===== config.mk =====
export PLATFORM = sky130hd
export DESIGN_NAME = pipe_ctrl
export DESIGN_NICKNAME = d
export VERILOG_FILES = /design/src/rtl/pipe_ctrl.sv
export SDC_FILE = /design/constraint.sdc
export NUM_CORES = 1
export LEC_CHECK = 0
export CORE_AREA = 2 2 65 67
export CTS_CLUSTER_SIZE = 40
export DETAILED_ROUTE_END_ITERATION = 10
export DIE_AREA = 0 0 67 69
export PLACE_DENSITY = 0.92
export SLEW_MARGIN = 20
export SYNTH_ARGS = -nofsm -noshare
export SYNTH_HDL_FRONTEND = slang
export SYNTH_SLANG_ARGS = --single-unit

===== constraint.sdc =====
create_clock -name clk -period 3 [get_ports clk]
set_clock_uncertainty 0.05 [all_clocks]
set_input_delay 0.3 -clock clk [delete_from_list [all_inputs] [get_ports clk]]
set_output_delay 0.3 -clock clk [all_outputs]
set_load 0.02 [all_outputs]

===== src/rtl/pipe_ctrl.sv =====
// pipe_ctrl: decode, conditional execution and hazard control for a 5-stage ARM pipeline.
// Latency: decode is combinational in D; E controls +1 cycle, MemWriteM +2, W controls +3.
// Backpressure: a load-use hazard stalls F/D and bubbles E; a pending PC write stalls F and flushes D.
// Ports: clk/reset (sync, active-low); Cond/Op/Funct/Rd are the D-stage instruction fields;
//   N_in..V_in are the E-stage ALU flags; RA*/WA3* are register addresses exported by the datapath;
//   outputs are stage-suffixed controls, stall/flush strobes and forwarding selects.
module pipe_ctrl (
  input  logic       clk,
  input  logic       reset,
  input  logic [3:0] Cond,
  input  logic [1:0] Op,
  input  logic [5:0] Funct,
  input  logic [3:0] Rd,
  input  logic       N_in,
  input  logic       Z_in,
  input  logic       C_in,
  input  logic       V_in,
  input  logic [3:0] RA1D,
  input  logic [3:0] RA2D,
  input  logic [3:0] RA1E,
  input  logic [3:0] RA2E,
  input  logic [3:0] WA3E,
  input  logic [3:0] WA3M,
  input  logic [3:0] WA3W,
  output logic [1:0] ImmSrcD,
  output logic [1:0] RegSrc,
  output logic [3:0] ALUControlE,
  output logic [1:0] ALUSrcE,
  output logic       shifter_control,
  output logic       BranchTakenE,
  output logic       MemWriteM,
  output logic       RegWriteW,
  output logic       MemtoRegW,
  output logic       PCSrcW,
  output logic       RegSrcZeroW,
  output logic       StallF,
  output logic       StallD,
  output logic       FlushD,
  output logic       FlushE,
  output logic [1:0] ForwardAE,
  output logic [1:0] ForwardBE
);

  // ---------------- Decode (D) ----------------
  logic       reg_write_d, mem_to_reg_d, mem_write_d, branch_d, bl_d, flag_write_d, shifter_d, pcs_d;
  logic [3:0] alu_control_d;
  logic [1:0] alu_src_d;

  // While reset is held the decoded instruction is forced to a NOP, so the
  // combinational D-stage outputs and PC-write hazard are quiet as well.
  always_comb begin
    reg_write_d   = 1'b0;
    mem_to_reg_d  = 1'b0;
    mem_write_d   = 1'b0;
    branch_d      = 1'b0;
    bl_d          = 1'b0;
    flag_write_d  = 1'b0;
    shifter_d     = 1'b0;
    alu_control_d = 4'b0000;
    alu_src_d     = 2'b00;
    ImmSrcD       = 2'b00;
    RegSrc        = 2'b00;
    if (reset) begin
      case (Op)
        2'b00: begin
          alu_control_d = Funct[4:1];
          alu_src_d     = 2'b10;
          shifter_d     = Funct[5];
          // cmd 10xx are the compare/test ops: flags only, no register write
          reg_write_d   = (Funct[4:3] != 2'b10);
          flag_write_d  = Funct[0] | (Funct[4:3] == 2'b10);
        end
        2'b01: begin
          alu_control_d = 4'b0100;
          alu_src_d     = 2'b01;
          ImmSrcD       = 2'b01;
          RegSrc        = {~Funct[0], 1'b0};
          reg_write_d   = Funct[0];
          mem_to_reg_d  = Funct[0];
          mem_write_d   = ~Funct[0];
        end
        2'b10: begin
          alu_control_d = 4'b0100;
          alu_src_d     = 2'b01;
          ImmSrcD       = 2'b10;
          RegSrc        = 2'b01;
          branch_d      = 1'b1;
          reg_write_d   = Funct[4];
          bl_d          = Funct[4];
        end
        default: begin
          alu_control_d = 4'b0000;
        end
      endcase
    end
  end

  assign pcs_d = (Rd == 4'hF) & reg_write_d & ~bl_d;

  // ---------------- D -> E ----------------
  logic       reg_write_e, mem_to_reg_e, mem_write_e, branch_e, bl_e, pcs_e, flag_write_e, shifter_e;
  logic [3:0] alu_control_e, cond_e;
  logic [1:0] alu_src_e;

  always_ff @(posedge clk) begin
    if (!reset || FlushE) begin
      reg_write_e   <= 1'b0;
      mem_to_reg_e  <= 1'b0;
      mem_write_e   <= 1'b0;
      branch_e      <= 1'b0;
      bl_e          <= 1'b0;
      pcs_e         <= 1'b0;
      flag_write_e  <= 1'b0;
      shifter_e     <= 1'b0;
      alu_control_e <= 4'b0000;
      alu_src_e     <= 2'b00;
      cond_e        <= 4'b0000;
    end else begin
      reg_write_e   <= reg_write_d;
      mem_to_reg_e  <= mem_to_reg_d;
      mem_write_e   <= mem_write_d;
      branch_e      <= branch_d;
      bl_e          <= bl_d;
      pcs_e         <= pcs_d;
      flag_write_e  <= flag_write_d;
      shifter_e     <= shifter_d;
      alu_control_e <= alu_control_d;
      alu_src_e     <= alu_src_d;
      cond_e        <= Cond;
    end
  end

  // ---------------- Condition check (E) ----------------
  logic [3:0] flags;
  logic       flag_n, flag_z, flag_c, flag_v, cond_ex_e;
  assign {flag_n, flag_z, flag_c, flag_v} = flags;

  always_comb begin
    cond_ex_e = 1'b0;
    case (cond_e)
      4'b0000: cond_ex_e = flag_z;
      4'b0001: cond_ex_e = ~flag_z;
      4'b0010: cond_ex_e = flag_c;
      4'b0011: cond_ex_e = ~flag_c;
      4'b0100: cond_ex_e = flag_n;
      4'b0101: cond_ex_e = ~flag_n;
      4'b0110: cond_ex_e = flag_v;
      4'b0111: cond_ex_e = ~flag_v;
      4'b1000: cond_ex_e = flag_c & ~flag_z;
      4'b1001: cond_ex_e = ~(flag_c & ~flag_z);
      4'b1010: cond_ex_e = (flag_n == flag_v);
      4'b1011: cond_ex_e = (flag_n != flag_v);
      4'b1100: cond_ex_e = ~flag_z & (flag_n == flag_v);
      4'b1101: cond_ex_e = ~(~flag_z & (flag_n == flag_v));
      4'b1110: cond_ex_e = 1'b1;
      default: cond_ex_e = 1'b0;
    endcase
  end

  // Written at the end of the setter's E cycle so the next instruction sees it.
  always_ff @(posedge clk) begin
    if (!reset) begin
      flags <= 4'b0000;
    end else if (flag_write_e && cond_ex_e) begin
      flags <= {N_in, Z_in, C_in, V_in};
    end
  end

  // ---------------- E -> M -> W ----------------
  logic reg_write_m, mem_to_reg_m, mem_write_m, pcs_m, bl_m;
  logic reg_write_w, mem_to_reg_w, pcs_w, bl_w;

  always_ff @(posedge clk) begin
    if (!reset) begin
      reg_write_m  <= 1'b0;
      mem_to_reg_m <= 1'b0;
      mem_write_m  <= 1'b0;
      pcs_m        <= 1'b0;
      bl_m         <= 1'b0;
      reg_write_w  <= 1'b0;
      mem_to_reg_w <= 1'b0;
      pcs_w        <= 1'b0;
      bl_w         <= 1'b0;
    end else begin
      reg_write_m  <= reg_write_e & cond_ex_e;
      mem_to_reg_m <= mem_to_reg_e;
      mem_write_m  <= mem_write_e & cond_ex_e;
      pcs_m        <= pcs_e & cond_ex_e;
      bl_m         <= bl_e & cond_ex_e;
      reg_write_w  <= reg_write_m;
      mem_to_reg_w <= mem_to_reg_m;
      pcs_w        <= pcs_m;
      bl_w         <= bl_m;
    end
  end

  // ---------------- Outputs and hazards ----------------
  logic ldr_stall, pc_wr_pend;

  assign ALUControlE     = alu_control_e;
  assign ALUSrcE         = alu_src_e;
  assign shifter_control = shifter_e;
  assign BranchTakenE    = branch_e & cond_ex_e;
  assign MemWriteM       = mem_write_m;
  assign RegWriteW       = reg_write_w;
  assign MemtoRegW       = mem_to_reg_w;
  assign PCSrcW          = pcs_w;
  assign RegSrcZeroW     = bl_w;

  // M has priority over W: it holds the younger write to the same register.
  assign ForwardAE = (reg_write_m && (RA1E == WA3M)) ? 2'b10 :
                     (reg_write_w && (RA1E == WA3W)) ? 2'b01 : 2'b00;
  assign ForwardBE = (reg_write_m && (RA2E == WA3M)) ? 2'b10 :
                     (reg_write_w && (RA2E == WA3W)) ? 2'b01 : 2'b00;

  assign ldr_stall  = mem_to_reg_e & reg_write_e & ((RA1D == WA3E) | (RA2D == WA3E));
  // E uses the ungated PCS: the condition outcome is not known early enough to release fetch.
  assign pc_wr_pend = pcs_d | pcs_e | pcs_m;

  assign StallF = ldr_stall | pc_wr_pend;
  assign StallD = ldr_stall;
  assign FlushD = pc_wr_pend | pcs_w | BranchTakenE;
  assign FlushE = ldr_stall | BranchTakenE;

endmodule


==> out/metrics.yaml <==
status:
  status: "finished, final reports clean"
final_layout:
  nFillCells: 339
  final_area_mm2: 0.00259
  area_delta_synth_final_pct: 53.3
  diodes: 0
  seq_area_um2: 623
  layout.nets: 309
  drive_above_1_share: 0.122
  multi_input_area_um2: 988
power:
  power_density_mw_per_mm2: 371
  power.leakage_nw: 1.04
  p_total_uw: 960
  max-vdd-ir-drop_v: 0.000256
synthesis:
  synth_ff_type: "dfxtp_1"
  yosysSeqAreaShare: 0.367
  syn-num-nets: 232
  synth_edf_count: 0
  synthArstFlopShare: 0
  ys_warn_count: 0
  synth_cells: 178
  synth_area_mm2: 0.00169
  synth_seq_cells: 31
  syn_area_per_cell_um2: 9.49
  synth.distinct_cells: 47
timing:
  finalWorstSetupSlack_ns: 0.207
  max_freq_mhz: 358
  setup_viol: 0
  fin_crit_sh: 0.931
  tightest_slew_ns: 0.561
  report.final.slew_viol_count: 0
  post-route-min-period_ns: 2.79
  rsz0062_at_grt: "no"
  setup-tns-final_ns: 0
  slew_headroom: 0.624
  final_hold_viol_count: 0
clocking:
  clk_pin_slew_ns: 0.06
  clk_path_buf_depth: 2
  cts.sinks: 31
  cts_resized: 2
  cts_made_buffers: 5
  hold_buffers: 0
  cts_setup_buffers: 0
  ctsHtreeMaxLevel: 2
  cts_tree: "done"
  clock-root-buffer: "clkbuf_8"
  insertion_delay_ns: 0.28
detailed_routing:
  drc: 0
  wl_per_cell_um: 13.7
  drtIter0Drc: 34
  routed_wl_um: 4180
  first_pass_iters: 4
  vias: 1550
  via_per_inst: 5.08
  detail-route-antenna-nets: 0
floorplan:
  io_pins: 75
  start_util: 0.432
  dieHeight_um: 69
  core_area_mm2: 0.00391
  num_rows: 23
  die_w_um: 67
  fp.dieArea_mm2: 0.00462
global_route:
  antenna_found_initial: 0
  overflow: 0
  grt_pass1_vias: 1533
  track_usage: 0.192
  grt_max_degree: 23
  grt_pass1_wl_um: 6800
worst_setup_path:
  cp_cell_sequence: "or4b_1 -> a31oi_1 -> a21oi_2 -> a31oi_4 -> clkdlybuf4s50_1"
  r2r-end: "flag_write_e"
  critical-path-slowest-cell: "clkdlybuf4s50_1"
  cp_max_fo: 11
  max_stage_delay_ns: 0.67
  ff2ff_setup_slack_ns: 0.78
  r2r_cells: 6
  path_class: "reg2out"
  r2r_start: "cond_e[1]"
  cp.required_ns: 2.65
  crit_arrival_ns: 2.44
  crit_path_start: "cond_e[1]"
  end_kind: "output port"
  start_kind: "register"
  setup.worst_path.end: "BranchTakenE"
place:
  dp_slack_ns: 0.0251
  dpl_cell_area_mm2: 0.00248
  place_hpwl_um: 3220
  gp_congestion: 0.806
  io_buffer_count: 74
min_path:
  hold_path_class: "reg2reg"
  holdPathStages: 1
run:
  cap_violations: 0
==> flip-flops by register name, indices dropped and copies added, names as in the netlist, 2 cells and up <==
| signal | cells |
|---|---|
| ALUControlE | 4 |
| cond_e | 4 |
| flags | 4 |
| ALUSrcE | 2 |
==> how the worst min path moves through the flow <==
stage	endpoint	start	slack (ns)
after global routing	RegSrcZeroW	bl_m	0.40
after CTS	RegSrcZeroW	bl_m	0.39
final	RegSrcZeroW	bl_m	0.38
after global placement	MemWriteM	mem_write_e	0.36
after floorplan	mem_write_e	Funct[0]	0.32
after detailed placement	RegSrcZeroW	bl_m	0.37
==> layout make-up <==
class	count	share of cell area
clock buffers	6	0.0319
clock inverters	1	0.00193
inverters	9	0.0130
multi-input cells	128	0.382
flip-flops and latches	31	0.241
well taps	50	0.0242
repair buffers	80	0.306
==> where the power goes <==
part           internal [mW]  switching (mW)  leakage, nW
combinational          0.116          0.0808        0.737
clock                  0.179           0.146       0.0470
sequential             0.425          0.0114        0.253
==> placed cells by master, fill, tap and decap left out, drive strengths merged, types with 5 or more instances in the layout <==
cell,count
a31oi,5
and2,11
buf,6
clkbuf,6
clkdlybuf4s50,71
dfxtp,31
inv,9
nand2,19
nor2,5
nor3,11
nor4b,8
xnor2,14
xor2,10
==> synth_stat cells (3+ instances only) <==
cell / n / area, um^2
nand2_1: 19 / 71.3
xnor2_1: 14 / 123
nor2_1: 5 / 18.8
a31oi_1: 3 / 18.8
clkbuf_1: 4 / 15.0
and2_1: 11 / 68.8
nor4b_2: 7 / 105
ha_1: 4 / 50.1
nand4_1: 3 / 18.8
dfxtp_1: 31 / 621
xor2_1: 10 / 87.6
nor3_1: 11 / 55.1
inv_1: 9 / 33.8
mux2i_1: 4 / 40.0
==> worst max-delay path, delay by kind of cell (launching register included) <==
kind	cells	cell delay, ns
simple gates	1	0.51
flops	1	0.38
compound gates	3	0.59
buf+inv	1	0.67
==> metal layers <==
layer	routed length, um	share of wire	vias up	GRT usage
met3	359	0.086	5	0.0816
li1	-	-	774	-
met5	0	0	-	0
met2	2100	0.50	52	0.318
met4	62	0.015	0	0.0680
met1	1660	0.40	719	0.217
==> metrics by stage <==
stage               cells  hold slack [ns]  utilization
finish                305            0.383        0.661
global route          305            0.400        0.661
CTS                   305            0.386        0.657
detailed placement    298            0.371        0.634
global placement      298            0.362        0.634
floorplan             178            0.321            -
==> kinds of logic (layout without fill, tap and decap cells) <==
logic type	after synthesis	after routing	share of synthesized area
compound gates	19	19	0.0948
xor+xnor	24	24	0.124
fa+ha+maj	4	4	0.0296
buf+inv	19	96	0.0548
flops	31	31	0.367
mux	6	6	0.0459
simple gates	75	75	0.283
Note: power is estimated with default switching activity, not from simulation.
